[config.mk]
export PLATFORM = sky130hd
export DESIGN_NAME = prince_cms_compress_flat
export DESIGN_NICKNAME = d
export VERILOG_FILES = /design/src/rtl/prince_cms_compress_pkg.sv /design/src/rtl/prince_cms_compress_if.sv /design/src/rtl/prince_cms_compress_refresh.sv /design/src/rtl/prince_cms_compress.sv /design/src/flat_wrapper.sv
export SDC_FILE = /design/constraint.sdc
export NUM_CORES = 1
export LEC_CHECK = 0
export CORE_UTILIZATION = 45
export CTS_CLUSTER_DIAMETER = 60
export DETAILED_ROUTE_END_ITERATION = 10
export GPL_TIMING_DRIVEN = 1
export MAX_ROUTING_LAYER = met4
export PLACE_DENSITY_LB_ADDON = 0.15
export SLEW_MARGIN = 20
export SYNTH_ARGS = -nofsm -noshare
export SYNTH_HDL_FRONTEND = slang
export SYNTH_SLANG_ARGS = --single-unit
[constraint.sdc]
create_clock -name clk -period 2 [get_ports clk]
set_input_delay 0.3 -clock clk [delete_from_list [all_inputs] [get_ports clk]]
set_output_delay 0.3 -clock clk [all_outputs]
set_load 0.01 [all_outputs]
[src/rtl/prince_cms_compress_pkg.sv]
// Shared constants and helpers for the PRINCE three-share compression stage.
// NTERMS  : cross-share product terms per S-box output bit (3 shares, degree 3)
// NPART   : number of refreshed partial sums per output bit
// NSHARES : number of output shares
// ringNext: index of the neighbouring mask in the ring of NPART masks
package prince_cms_pkg;

  localparam int NTERMS  = 27;
  localparam int NPART   = 9;
  localparam int NSHARES = 3;

  // Each partial is masked by its own mask and its ring neighbour, so every
  // mask appears in exactly two partials and cancels in the share sum.
  function automatic int ringNext(input int j);
    return (j + 1) % NPART;
  endfunction

endpackage

[src/rtl/prince_cms_compress_if.sv]
// Handshake bundle between the S-box term stage, the compression block and
// its consumer.
// master: drives in_valid, terms, rnd, out_ready; observes in_ready,
//         out_valid and the three output shares.
// slave : the compression block itself (mirror of master).
interface prince_cms_compress_if #(
  parameter int WIDTH  = 4,
  parameter int NTERMS = 27
);

  logic                                    in_valid;
  logic                                    in_ready;
  logic [WIDTH*NTERMS-1:0]                 terms;
  logic [WIDTH*prince_cms_pkg::NPART-1:0]  rnd;
  logic                                    out_valid;
  logic                                    out_ready;
  logic [WIDTH-1:0]                        out_share0;
  logic [WIDTH-1:0]                        out_share1;
  logic [WIDTH-1:0]                        out_share2;

  modport master (
    output in_valid, terms, rnd, out_ready,
    input  in_ready, out_valid, out_share0, out_share1, out_share2
  );

  modport slave (
    input  in_valid, terms, rnd, out_ready,
    output in_ready, out_valid, out_share0, out_share1, out_share2
  );

endinterface

[src/rtl/prince_cms_compress_refresh.sv]
// Per-bit term grouping and refresh: folds 27 product terms into 9 partial
// sums, each masked by two neighbouring fresh random bits.
// terms_i : 27 product terms of one S-box output bit (term k at bit k)
// rnd_i   : 9 fresh mask bits r[0..8]
// part_o  : 9 combinational partials p[0..8], registered by the parent
module prince_cms_refresh
  import prince_cms_pkg::*;
(
  input  logic [NTERMS-1:0] terms_i,
  input  logic [NPART-1:0]  rnd_i,
  output logic [NPART-1:0]  part_o
);

  // Only terms of the same group of three are combined here; mixing across
  // groups happens after the parent's register stage.
  for (genvar j = 0; j < NPART; j++) begin : g_part
    assign part_o[j] = terms_i[3*j] ^ terms_i[3*j+1] ^ terms_i[3*j+2]
                     ^ rnd_i[j] ^ rnd_i[ringNext(j)];
  end

endmodule

[src/rtl/prince_cms_compress.sv]
// Two-stage masked compression for a 3-share PRINCE S-box.
// Stage 1 registers 9 refreshed partials per bit (glitch barrier), stage 2
// XORs groups of three partials into the output shares.
// clk : rising-edge clock
// rst : synchronous active-high reset, clears valids and data registers
// bus : slave side of prince_cms_compress_if (in/out valid-ready handshake,
//       terms, rnd, out_share0..2)
module prince_cms_compress #(
  parameter int WIDTH  = 4,
  parameter int NTERMS = 27
) (
  input logic                   clk,
  input logic                   rst,
  prince_cms_compress_if.slave  bus
);
  import prince_cms_pkg::*;

  logic                    stall;
  logic                    v1_q;
  logic                    v2_q;
  logic [WIDTH*NPART-1:0]  p_d;
  logic [WIDTH*NPART-1:0]  p_q;
  logic [WIDTH-1:0]        share0_d, share1_d, share2_d;
  logic [WIDTH-1:0]        share0_q, share1_q, share2_q;

  // The pipeline only blocks when a finished result cannot leave.
  assign stall        = v2_q & ~bus.out_ready;
  assign bus.in_ready = ~stall;

  for (genvar b = 0; b < WIDTH; b++) begin : g_bit
    prince_cms_refresh u_refresh (
      .terms_i (bus.terms[b*NTERMS +: NTERMS]),
      .rnd_i   (bus.rnd[b*NPART +: NPART]),
      .part_o  (p_d[b*NPART +: NPART])
    );
  end

  // Compression reads only registered partials, so no unregistered terms
  // from different groups ever meet in one XOR tree.
  always_comb begin
    share0_d = '0;
    share1_d = '0;
    share2_d = '0;
    for (int b = 0; b < WIDTH; b++) begin
      share0_d[b] = ^p_q[b*NPART + 0 +: 3];
      share1_d[b] = ^p_q[b*NPART + 3 +: 3];
      share2_d[b] = ^p_q[b*NPART + 6 +: 3];
    end
  end

  // Data registers load only alongside a set valid so bubbles never clobber
  // held data; reset wins over everything.
  always_ff @(posedge clk) begin
    if (rst) begin
      v1_q     <= 1'b0;
      v2_q     <= 1'b0;
      p_q      <= '0;
      share0_q <= '0;
      share1_q <= '0;
      share2_q <= '0;
    end else if (!stall) begin
      v2_q <= v1_q;
      if (v1_q) begin
        share0_q <= share0_d;
        share1_q <= share1_d;
        share2_q <= share2_d;
      end
      v1_q <= bus.in_valid;
      if (bus.in_valid) begin
        p_q <= p_d;
      end
    end
  end

  assign bus.out_valid  = v2_q;
  assign bus.out_share0 = share0_q;
  assign bus.out_share1 = share1_q;
  assign bus.out_share2 = share2_q;

endmodule
[src/flat_wrapper.sv]
// flat-port wrapper written by rule: the top's interface ports become plain ports
module prince_cms_compress_flat import prince_cms_pkg::*;
#(
  parameter int WIDTH  = 4,
  parameter int NTERMS = 27
)
  (clk, rst, bus_in_valid, bus_terms, bus_rnd, bus_out_ready, bus_in_ready, bus_out_valid, bus_out_share0, bus_out_share1, bus_out_share2);
  prince_cms_compress_if #(.WIDTH(WIDTH), .NTERMS(NTERMS)) bus_i ();
  input logic clk;
  input logic rst;
  input wire logic [$bits(bus_i.in_valid)-1:0] bus_in_valid;
  input wire logic [$bits(bus_i.terms)-1:0] bus_terms;
  input wire logic [$bits(bus_i.rnd)-1:0] bus_rnd;
  input wire logic [$bits(bus_i.out_ready)-1:0] bus_out_ready;
  output wire logic [$bits(bus_i.in_ready)-1:0] bus_in_ready;
  output wire logic [$bits(bus_i.out_valid)-1:0] bus_out_valid;
  output wire logic [$bits(bus_i.out_share0)-1:0] bus_out_share0;
  output wire logic [$bits(bus_i.out_share1)-1:0] bus_out_share1;
  output wire logic [$bits(bus_i.out_share2)-1:0] bus_out_share2;
  assign bus_i.in_valid = bus_in_valid;
  assign bus_i.terms = bus_terms;
  assign bus_i.rnd = bus_rnd;
  assign bus_i.out_ready = bus_out_ready;
  assign bus_in_ready = bus_i.in_ready;
  assign bus_out_valid = bus_i.out_valid;
  assign bus_out_share0 = bus_i.out_share0;
  assign bus_out_share1 = bus_i.out_share1;
  assign bus_out_share2 = bus_i.out_share2;
  prince_cms_compress #(.WIDTH(WIDTH), .NTERMS(NTERMS)) u_core (.clk(clk), .rst(rst), .bus(bus_i));
endmodule
# --- Word-level counts from Yosys, hierarchy flattened ---
# Index checks and enable logic that the tools add are counted.
word_totals:
  ff_bits: 50
  out_inout_bits: 14
  input_bits: 148
  wordCells: 167
classes:
  reduce_logical: 14
  bitwise_logic: 147
ops:
  columns: ["operator", "n"]
  rows:
  - ["bitwise XOR 1 bit", 144]
  - ["XOR reduction 3 bit", 12]
  - ["AND reduction 2 bit", 2]
  - ["NOT 1 bit", 2]
  - ["AND 1 bit", 1]

# --- Longest topological paths before layout ---
# Gate-level depths: netlist (run 1).
depth:
  depth_word: 4
  ltp_mapped: 5
  ltp_nobuf: 4

# --- Hierarchy ---
# From an unflattened synthesis (run 1), not the netlist that was laid out.
unflattened:
  cells_unflattened: 333
  hier_area_um2: 3494.6
by_module_without_submodules:
  columns: ["module", "cells_per_inst", "n_inst", "seq_area_each_um2", "area_each_um2"]
  rows:
  - ["prince_cms_compress", 225, 1, 1001.0, 2053.2]
  - ["prince_cms_refresh", 27, 4, 0.0, 360.3]

# --- Worst setup path after synthesis (run 1) ---
# Ideal clock, no wire load.
synth_timing:
  path_type: "reg-to-reg"
  from: "reg u_core.v2_q (netlist: u_core.bus.out_valid)"
  to: "reg u_core.p_q[12]"
  period_less_slack_ns: 1.279
  path_buffers: 1
  slack_ns: 0.721
  arrival_ns: 1.221
  stages_incl_launch_ff: 6
  path_cell_list: "dfxtp_1 -> nor2b_4 -> inv_2 -> a21oi_4 -> buf_6 -> a22o_1"
synth_via:
  elab_chain_len: 3
synth_lines:
  columns: ["element", "line", "rtl"]
  rows:
  - ["from (decl)", "prince_cms_compress.sv:20", "logic v2_q;"]
  - ["from (signal assigned)", "prince_cms_compress.sv:62", "v2_q <= v1_q;"]
  - ["AND 1 bit", "prince_cms_compress.sv:27", "assign stall = v2_q & ~bus.out_ready;"]
  - ["NOT 1 bit", null, null]
  - ["AND reduction 2 bit (no source line)", null, null]
  - ["to (signal assigned)", "prince_cms_compress.sv:70", "p_q <= p_d;"]
  - ["to (decl)", "prince_cms_compress.sv:22", "logic [WIDTH*NPART-1:0] p_q;"]
# Every way passes these cells.
# A chain may end at the register's enable or synchronous reset.

# --- Worst setup path in the final report (run 1) ---
layout_timing:
  from: "in bus_out_ready"
  to: "out bus_in_ready"
layout_via:
  elab_chain_len: 3
layout_lines:
  columns: ["element", "line", "rtl"]
  rows:
  - ["from (decl)", "flat_wrapper.sv:14", "input wire logic [$bits(bus_i.out_ready)-1:0] bus_out_ready;"]
  - ["NOT 1 bit", "prince_cms_compress.sv:27", null]
  - ["AND 1 bit", "prince_cms_compress.sv:27", null]
  - ["NOT 1 bit", "prince_cms_compress.sv:28", "assign bus.in_ready = ~stall;"]
  - ["to (decl)", "flat_wrapper.sv:15", "output wire logic [$bits(bus_i.in_ready)-1:0] bus_in_ready;"]
# Every way passes these cells.

==> flow_metrics.tcl, run 1 <==
set metrics [dict create \
    yosysWarnings 0 \
    routed-via-count 2526 \
    clockBufferDepth 2 \
    max_slew_margin 0.7083 \
    grt_max_degree 37 \
    clk_latency_ps 300 \
    grt_pass1_wl_um 11120 \
    num_rows 31 \
    arrival_ps 1460 \
    firstDrtPassIters 4 \
    final_common_cell "clkdlybuf4s50_1" \
    clock.fmax_mhz 567.8 \
    drive_gt1_frac 0.03991 \
    clock_sinks 50 \
    pin_count 162 \
    ir_worst_vdd_mv 0.3140 \
    grt_use_met1 0.1935 \
    period_share 0.8806 \
    synth_area_um2 3371 \
    cts_resized 0 \
    drv_slew 0 \
    use_met3 0.05037 \
    die-area_um2 7840 \
    antenna_cells 0 \
    cp-start-kind "primary input" \
    fin_nets 573 \
    avgSynthCellArea_um2 12.82 \
    wl_um 7200 \
    numPortBuffers 161 \
    gp_congestion 0.7212 \
    die_w_um 88.55 \
    finalCoreUtilization 0.7143 \
    setup_viol_count_final 0 \
    clk_pin_slew_ps 80 \
    syn2layout_area_growth_pct 53.71 \
    ys_types 19 \
    drt_iter0_drc 76 \
    cap_viol_max_count 0 \
    viasPerCell 4.811 \
    final_cell_mix "clkdlybuf4s50_1 (161), dfxtp_1 (50)" \
    critPathMaxFanout 2 \
    wire_per_inst_um 13.71 \
    setup.worst_path.end_class "output port" \
    grt_most_used_layer "met2" \
    ys_ff_latch 50 \
    finalHoldViolations 0 \
    dpl.cell_count 517 \
    yosysSeqAreaShare 0.2970 \
    finalSetupTns_ps 0 \
    required_ps 1700 \
    globalRoute.totalOverflow 0 \
    ant_nets 0 \
    rsz0062_at_grt "false" \
    route.detailed.drc 0 \
    hp-class "register to register" \
    grt_usage 0.1914 \
    coreArea_um2 7253 \
    period_needed_ps 1761 \
    postSynthCellCount 263 \
    leakagePower_nw 2.240 \
    grt_pass1_vias 2617 \
    tritoncts "built" \
    cts-root-buf "clkbuf_8" \
    dpl.hpwl_um 5945 \
    p_per_area_nw_per_um2 573.7 \
    syn_nets 411 \
    initial_core_util 0.4647 \
    hold_buffers 0 \
    die_h_um 88.55 \
    critPathKind "primary input to output port" \
    cts_inserted_buffers 5 \
    tightest_slew_ps 436.2 \
    outcome "complete, no violations" \
    fin_worst_skew_ps 3.730 \
    global_route.usage.met2 0.3601 \
    antenna_found_initial 0 \
    layoutNonFillerInstCount 525 \
    postCtsSetupBuffers 0 \
    htreeDepth 2 \
]
critical path: stages:
cell and delay [ps]:
clkdlybuf4s50_1 510, nor2b_4 50, inv_2 50, clkdlybuf4s50_1 540
metrics by stage:
stage | hold WS [ps] | total power, mW | area (um2) | worst slack, ps
CTS | 479.6 | 3.002 | 5181 | 224.6
global route | 504.9 | 3.130 | 5181 | 217.0
detailed placement | 467.8 | 2.414 | 5090 | 221.3
global placement | 458.7 | 2.396 | 5090 | 242.3
finish | 480.9 | 2.972 | 5181 | 238.9
floorplan | 436.0 | 1.931 | 3371 | 720.8
sequential cells by signal (all words and copies together) (netlist names):
signal	count
u_core.bus.out_share0	4
u_core.bus.out_share1	4
u_core.bus.out_share2	4
u_core.bus.out_valid	1
u_core.p_q	36
u_core.v1_q	1
area by class of cell:
class	count	area, um2
Clock buffer	7	86.33
Fill cell	550	2072
Tap cell	99	123.9
Clock inverter	1	5.005
Timing Repair Buffer	167	1669
Inverter	2	7.507
Multi-Input combinational cell	199	2288
Sequential cell	50	1001
path summary, 6_finish.rpt:
check | endpoint | slack [ps] | start | cells past startpoint
max | bus_in_ready | 240 | bus_out_ready | 4
min | u_core.bus.out_share1[2]$_SDFFE_PP0P_ | 480 | u_core.bus.out_share1[2]$_SDFFE_PP0P_ | 2
max reg2reg | u_core.p_q[19]$_SDFFE_PP0P_ | 610 | u_core.bus.out_valid$_SDFFE_PP0N_ | 6
min reg2reg | u_core.bus.out_share1[2]$_SDFFE_PP0P_ | 480 | u_core.bus.out_share1[2]$_SDFFE_PP0P_ | 2
synthesized netlist by cell type:
master	instances	area, um2
nor2b_4	1	13.76
a21oi_1	14	70.07
dfxtp_1	50	1001
inv_1	1	3.750
nor3b_4	1	18.77
a22o_1	36	315.3
buf_2	5	25.02
buf_6	3	33.78
buf_1	1	3.750
xnor3_1	36	810.8
nand2_1	2	7.510
nand3_1	12	60.06
xor3_1	12	285.3
o21ai_0	12	60.06
xor2_1	36	315.3
xnor2_1	36	315.3
inv_2	1	3.750
a21oi_4	1	16.27
clkbuf_1	3	11.26
cell families after synthesis:
| family | count (synthesis) | synth area share |
|---|---|---|
| AOI/OAI and AO/OA | 63 | 0.1370 |
| xor gates and xnor gates | 120 | 0.5122 |
| buffers and inverters | 14 | 0.02412 |
| DFF | 50 | 0.2970 |
| and+or+nand+nor | 16 | 0.02970 |
report_power, final:
| part | internal [mW] | switching (mW) |
|---|---|---|
| Sequential | 1.11 | 0.0750 |
| Clock | 0.279 | 0.306 |
| Combinational | 0.839 | 0.361 |
metal layers:
metal,vias up,wire [um]
li1,1270,-
met1,1154,2674
met2,96,3846
met3,6,608
met4,0,71
met5,-,0
(Power assumes the default switching activity.)
==> inputs of run 2 (changes only) <==
--- a/config.mk
+++ b/config.mk
@@ -8,7 +8,7 @@
 export CORE_UTILIZATION = 45
 export CTS_CLUSTER_DIAMETER = 60
 export DETAILED_ROUTE_END_ITERATION = 10
-export GPL_TIMING_DRIVEN = 1
+export GPL_TIMING_DRIVEN = 0
 export MAX_ROUTING_LAYER = met4
 export PLACE_DENSITY_LB_ADDON = 0.15
 export SLEW_MARGIN = 20
==> flow_metrics.tcl, run 2 (same netlist as run 1, synthesis figures left out) <==
set metrics [dict create \
    hold_end "u_core.bus.out_share0[2]$_SDFFE_PP0P_" \
    worstPathCellList "clkdlybuf4s50_1 -> nor2b_4 -> inv_4 -> clkdlybuf4s50_1" \
    die_w_um 88.55 \
    setup_viol_count_final 0 \
    cts-root-buf "clkbuf_8" \
    ir_worst_vdd_mv 0.3381 \
    outcome "complete, no violations" \
    grt_max_degree 17 \
    grt_pass1_vias 2571 \
    top_register "u_core.p_q" \
    reg2reg_depth 5 \
    required_ps 1700 \
    p_per_area_nw_per_um2 593.6 \
    path_delay_family "buffers and inverters" \
    arrival_ps 1630 \
    dpl.cell_count 522 \
    crit_top_cell "clkdlybuf4s50_1" \
    hold_buffers 0 \
    antenna_found_initial 0 \
    n_fill_cell 546 \
    finalSetupTns_ps 0 \
    pin_count 162 \
    route.detailed.drc 0 \
    tightest_slew_ps 506.2 \
    period_needed_ps 1928 \
    max_slew_margin 0.6625 \
    initial_core_util 0.4647 \
    wl_um 7299 \
    routed-via-count 2576 \
    clockBufferDepth 2 \
    firstDrtPassIters 4 \
    r2r_slack_ps 480 \
    finalCoreUtilization 0.7188 \
    dpl_cell_area_um2 5096 \
    final_cell_mix "clkdlybuf4s50_1 (160), dfxtp_1 (50)" \
    fin_nets 578 \
    largest_reg_flops 36 \
    drive_gt1_frac 0.04419 \
    gp_congestion 0.6808 \
    die_h_um 88.55 \
    grt_usage 0.1963 \
    min_from "rst" \
    ant_nets 0 \
    r2r-end "u_core.p_q[23]$_SDFFE_PP0P_" \
    final_common_cell "clkdlybuf4s50_1" \
    hold_depth 2 \
    htreeDepth 2 \
    critPathMaxFanout 16 \
    globalRoute.totalOverflow 0 \
    antenna_cells 0 \
    postLayoutCellArea_um2 5214 \
    tritoncts "built" \
    power_mw 3.095 \
    syn2layout_area_growth_pct 54.68 \
    wire_per_inst_um 13.80 \
    slowest_stage "clkdlybuf4s50_1" \
    cpPeakStageDelay_ps 590 \
    grt_pass1_wl_um 11350 \
    cap_viol_max_count 0 \
    die-area_um2 7840 \
    crit_buf_inv 3 \
    leakagePower_nw 2.260 \
    setup.worst_path.end_class "output port" \
    rsz0062_at_grt "false" \
    drv_slew 0 \
    dpl.hpwl_um 5984 \
    clock.fmax_mhz 518.7 \
    hp-class "primary input to register" \
    num_rows 31 \
    clock_sinks 50 \
    coreArea_um2 7253 \
    fin_worst_skew_ps 4.906 \
    finalHoldViolations 0 \
    critPathKind "primary input to output port" \
    period_share 0.9640 \
    clk_pin_slew_ps 80 \
    layoutNonFillerInstCount 529 \
    clk_latency_ps 300 \
    crit-reg2reg-launch "u_core.bus.out_valid$_SDFFE_PP0N_" \
    cp-start-kind "primary input" \
    viasPerCell 4.870 \
    drt_iter0_drc 55 \
    cts_inserted_buffers 5 \
    numPortBuffers 160 \
]
-- run 2: cell types whose count changed in the layout (fill, tap and decap cells not counted), moves of 2 or more --
cell	before	now
buf_2	0	4
buf_4	5	1
buf_6	0	3
clkbuf_1	1	3
-- run 2: metal layers --
metal / track usage / vias to the layer above / part of all wire
li1: - / 1274 / -
met1: 0.2265 / 1202 / 0.40
met2: 0.3413 / 94 / 0.52
met3: 0.05410 / 6 / 0.075
met4: 0.04106 / 0 / 0.0073
met5: - / - / 0
-- run 2: worst max path at each step --
stage | startpoint | end | depth (start not counted)
after floorplan | u_core.bus.out_valid$_SDFFE_PP0N_ | u_core.p_q[12]$_SDFFE_PP0P_ | 5
after global placement | bus_out_ready | bus_in_ready | 5
after detailed placement | bus_out_ready | bus_in_ready | 5
after CTS | bus_out_ready | bus_in_ready | 4
after global routing | bus_out_ready | bus_in_ready | 4
final | bus_out_ready | bus_in_ready | 4
-- run 2: what timing repair did --
| action | 4_1_cts | 5_1_grt |
|---|---|---|
| resized for setup | 1 | 0 |
| buffers inserted | 0 | 1 |
| setup endpoints to repair | 1 | 1 |
-- run 2: area by class of cell --
type,instances,area (um2),area share
buffer,11,68.82,0.01320
clock inverter,1,30.03,0.005760
tap,99,123.9,0.02376
clock buffer,6,82.58,0.01584
multi-input combinational,199,2288,0.4389
timing repair buffer,161,1609,0.3086
sequential,50,1001,0.1920
inverter,2,10.01,0.001920
-- run 2: power by group --
part / internal, mW / total [mW] / switching (mW)
clock: 0.400 / 0.709 / 0.309
sequential: 1.11 / 1.18 / 0.0702
combinational: 0.839 / 1.20 / 0.364
-- run 2: stage by stage --
stage	hold WS, ps	setup slack (ps)
floorplan	436.0	720.8
global route	286.6	29.10
CTS	284.4	28.08
global placement	457.9	-148.1
detailed placement	466.8	-165.3
finish	296.8	71.97
==> inputs of run 3 (changes only) <==
--- a/config.mk
+++ b/config.mk
@@ -5,6 +5,7 @@
 export SDC_FILE = /design/constraint.sdc
 export NUM_CORES = 1
 export LEC_CHECK = 0
+export CORE_ASPECT_RATIO = 0.5
 export CORE_UTILIZATION = 45
 export CTS_CLUSTER_DIAMETER = 60
 export DETAILED_ROUTE_END_ITERATION = 10
@@ -14,4 +15,5 @@
 export SLEW_MARGIN = 20
 export SYNTH_ARGS = -nofsm -noshare
 export SYNTH_HDL_FRONTEND = slang
+export SYNTH_HIERARCHICAL = 1
 export SYNTH_SLANG_ARGS = --single-unit
==> flow_metrics.tcl, run 3 <==
set metrics [dict create \
    postSynthCellCount 333 \
    hold_buffers 0 \
    tritoncts "built" \
    ir_worst_vdd_mv 0.3309 \
    dpl.hpwl_um 6431 \
    r2r-end "u_core/bus.out_share0[1]$_SDFFE_PP0P_" \
    r2r_slack_ps 740 \
    yosysSeqAreaShare 0.2864 \
    min_from "u_core/bus.out_share2[0]$_SDFFE_PP0P_" \
    n_fill_cell 587 \
    syn_nets 481 \
    synth_top_area_frac 0.2864 \
    clock_sinks 50 \
    setup.worst_path.end_class "output port" \
    die_h_um 64.32 \
    synth_common_cells "dfxtp_1 (50), xnor2_1 (48), xor2_1 (48)" \
    wl_um 7917 \
    arrival_ps 1550 \
    wire_per_inst_um 13.26 \
    yosysWarnings 6 \
    cts_resized 0 \
    hp-class "register to register" \
    met1_length_um 3548 \
    ys_ff_latch 50 \
    clk_pin_slew_ps 70 \
    wl_met3_um 480 \
    leakagePower_nw 2.268 \
    routed.top_layer "met4" \
    clk_latency_ps 280 \
    grt_pass1_wl_um 12900 \
    initial_core_util 0.4702 \
    synth_edf_count 0 \
    largest_reg_flops 36 \
    synth-main-ff-cell "dfxtp_1" \
    coreArea_um2 7432 \
    period_share 0.9236 \
    cts-root-buf "clkbuf_16" \
    cap_viol_max_count 0 \
    synthTopCellsByArea "dfxtp_1 (29%), xnor3_1 (23%), xnor2_1 (12%), xor2_1 (12%), a21oi_1 (5.3%)" \
    finalHoldViolations 0 \
    period_needed_ps 1847 \
    ys_async_sr_fraction 0 \
    tightest_slew_ps 449.9 \
    ant_nets 0 \
    drv_slew 0 \
    required_ps 1700 \
    cts_inserted_buffers 5 \
    clockBufferDepth 2 \
    syn2layout_area_growth_pct 53.81 \
    route.detailed.drc 0 \
    clock.fmax_mhz 541.4 \
    p_per_area_nw_per_um2 598.3 \
    max_slew_margin 0.7001 \
    numPortBuffers 161 \
    rsz0062_at_grt "false" \
    ys_types 22 \
    drive_gt1_frac 0.05788 \
    critPathKind "primary input to output port" \
    dpl_cell_area_um2 5226 \
    die-area_um2 8144 \
    avgSynthCellArea_um2 10.49 \
    hold_depth 1 \
    num_rows 22 \
    drt_iter0_drc 92 \
    grt_pass1_vias 2838 \
    final_cell_mix "clkdlybuf4s50_1 (161), dfxtp_1 (50), xor2_1 (48), xnor2_1 (48), a21oi_1 (37)" \
    postLayoutCellArea_um2 5375 \
    die_w_um 126.6 \
    postCtsSetupBuffers 0 \
    top_register "u_core/p_q" \
    cp-start-kind "primary input" \
    htreeDepth 2 \
    antenna_cells 0 \
    routed-via-count 3005 \
    fin_worst_skew_ps 3.815 \
    dr_wl_met2_um 3835 \
    setup_viol_count_final 0 \
    synth_top_area_cell "dfxtp_1" \
    layoutNonFillerInstCount 597 \
    gp_congestion 0.7172 \
    globalRoute.totalOverflow 0 \
    firstDrtPassIters 4 \
    hold_end "u_core/bus.out_share2[0]$_SDFFE_PP0P_" \
    synth_area_um2 3495 \
    yosysMostFrequentCell "dfxtp_1" \
    antenna_found_initial 0 \
    fin_nets 648 \
    critPathMaxFanout 13 \
    grt_max_degree 16 \
    viasPerCell 5.034 \
    final_common_cell "clkdlybuf4s50_1" \
    crit-reg2reg-launch "u_core/bus.out_valid$_SDFFE_PP0N_" \
    grt_usage 0.2062 \
    pin_count 162 \
    reg2reg_depth 5 \
    outcome "complete, no violations" \
    dpl.cell_count 590 \
]
-- run 3: changes by cell type after synthesis, sizes merged --
cell | previous run | this run
a21oi | 15 | 38
nand3 | 12 | 36
nand3b | 0 | 1
buf | 9 | 16
o21ai | 12 | 36
xnor2 | 36 | 48
xor2 | 36 | 48
xor3 | 12 | 0
nor3b | 1 | 0
clkbuf | 3 | 5
o2bb2ai | 0 | 12
a22o | 36 | 0
nor2 | 0 | 2
-- run 3: where the power goes --
part           leakage [nW]  internal, mW  switching (mW)
registers             0.411          1.10          0.0619
clock network        0.0729         0.495           0.356
logic                  1.78         0.770           0.429
total                  2.27          2.37           0.847
-- run 3: layout make-up --
cell class                 instances  area, um2  area share
timing repair buffer             161       1612      0.2998
sequential                        50       1001      0.1862
clock buffer                       6      138.9     0.02584
tap                               96      120.1     0.02235
buffer                            20      133.9     0.02491
clock inverter                     2      12.51    0.002328
multi-input combinational        260       2347      0.4367
inverter                           2      10.01    0.001862
-- run 3: cells by family (layout without fill, tap and decap cells) --
logic type      Yosys count  count (layout)  share of synthesized area
xor+xnor                132             132                     0.4726
compound gates           86              86                     0.1371
flops                    50              50                     0.2864
simple gates             42              42                    0.06194
buf+inv                  23             191                    0.04188
-- run 3: worst max-delay path: stages --
cell and delay (ps):
clkdlybuf4s50_1 500, nor2b_4 60, inv_4 130, clkdlybuf4s50_1 550
-- run 3: per-layer routing --
| layer | GRT usage | up-vias |
|---|---|---|
| li1 | - | 1493 |
| met1 | 0.2629 | 1396 |
| met2 | 0.3419 | 109 |
| met3 | 0.03769 | 7 |
| met4 | 0.04970 | 0 |
| met5 | - | - |
-- run 3: stage by stage --
stage	utilization	power (mW)	hold slack (ps)	setup slack [ps]	setup TNS, ps
4_1_cts	0.7229	3.238	468.1	64.04	0
6_report	0.7232	3.216	462.2	152.8	0
2_1_floorplan	-	1.899	465.3	896.4	0
5_1_grt	0.7232	3.396	480.6	98.17	0
3_5_place_dp	0.7032	2.390	447.5	-39.49	-39.49
3_3_place_gp	0.7032	2.373	445.4	-35.63	-35.63
-- run 3: worst max path at each step --
stage,from,slack (ps),endpoint,depth (start not counted)
CTS,bus_out_ready,60,bus_in_ready,4
global placement,bus_out_ready,-40,bus_in_ready,5
finish,bus_out_ready,150,bus_in_ready,4
floorplan,u_core/bus.out_valid$_SDFFE_PP0N_,900,u_core/p_q[0]$_SDFFE_PP0P_,6
global route,bus_out_ready,100,bus_in_ready,4
detailed placement,bus_out_ready,-40,bus_in_ready,5
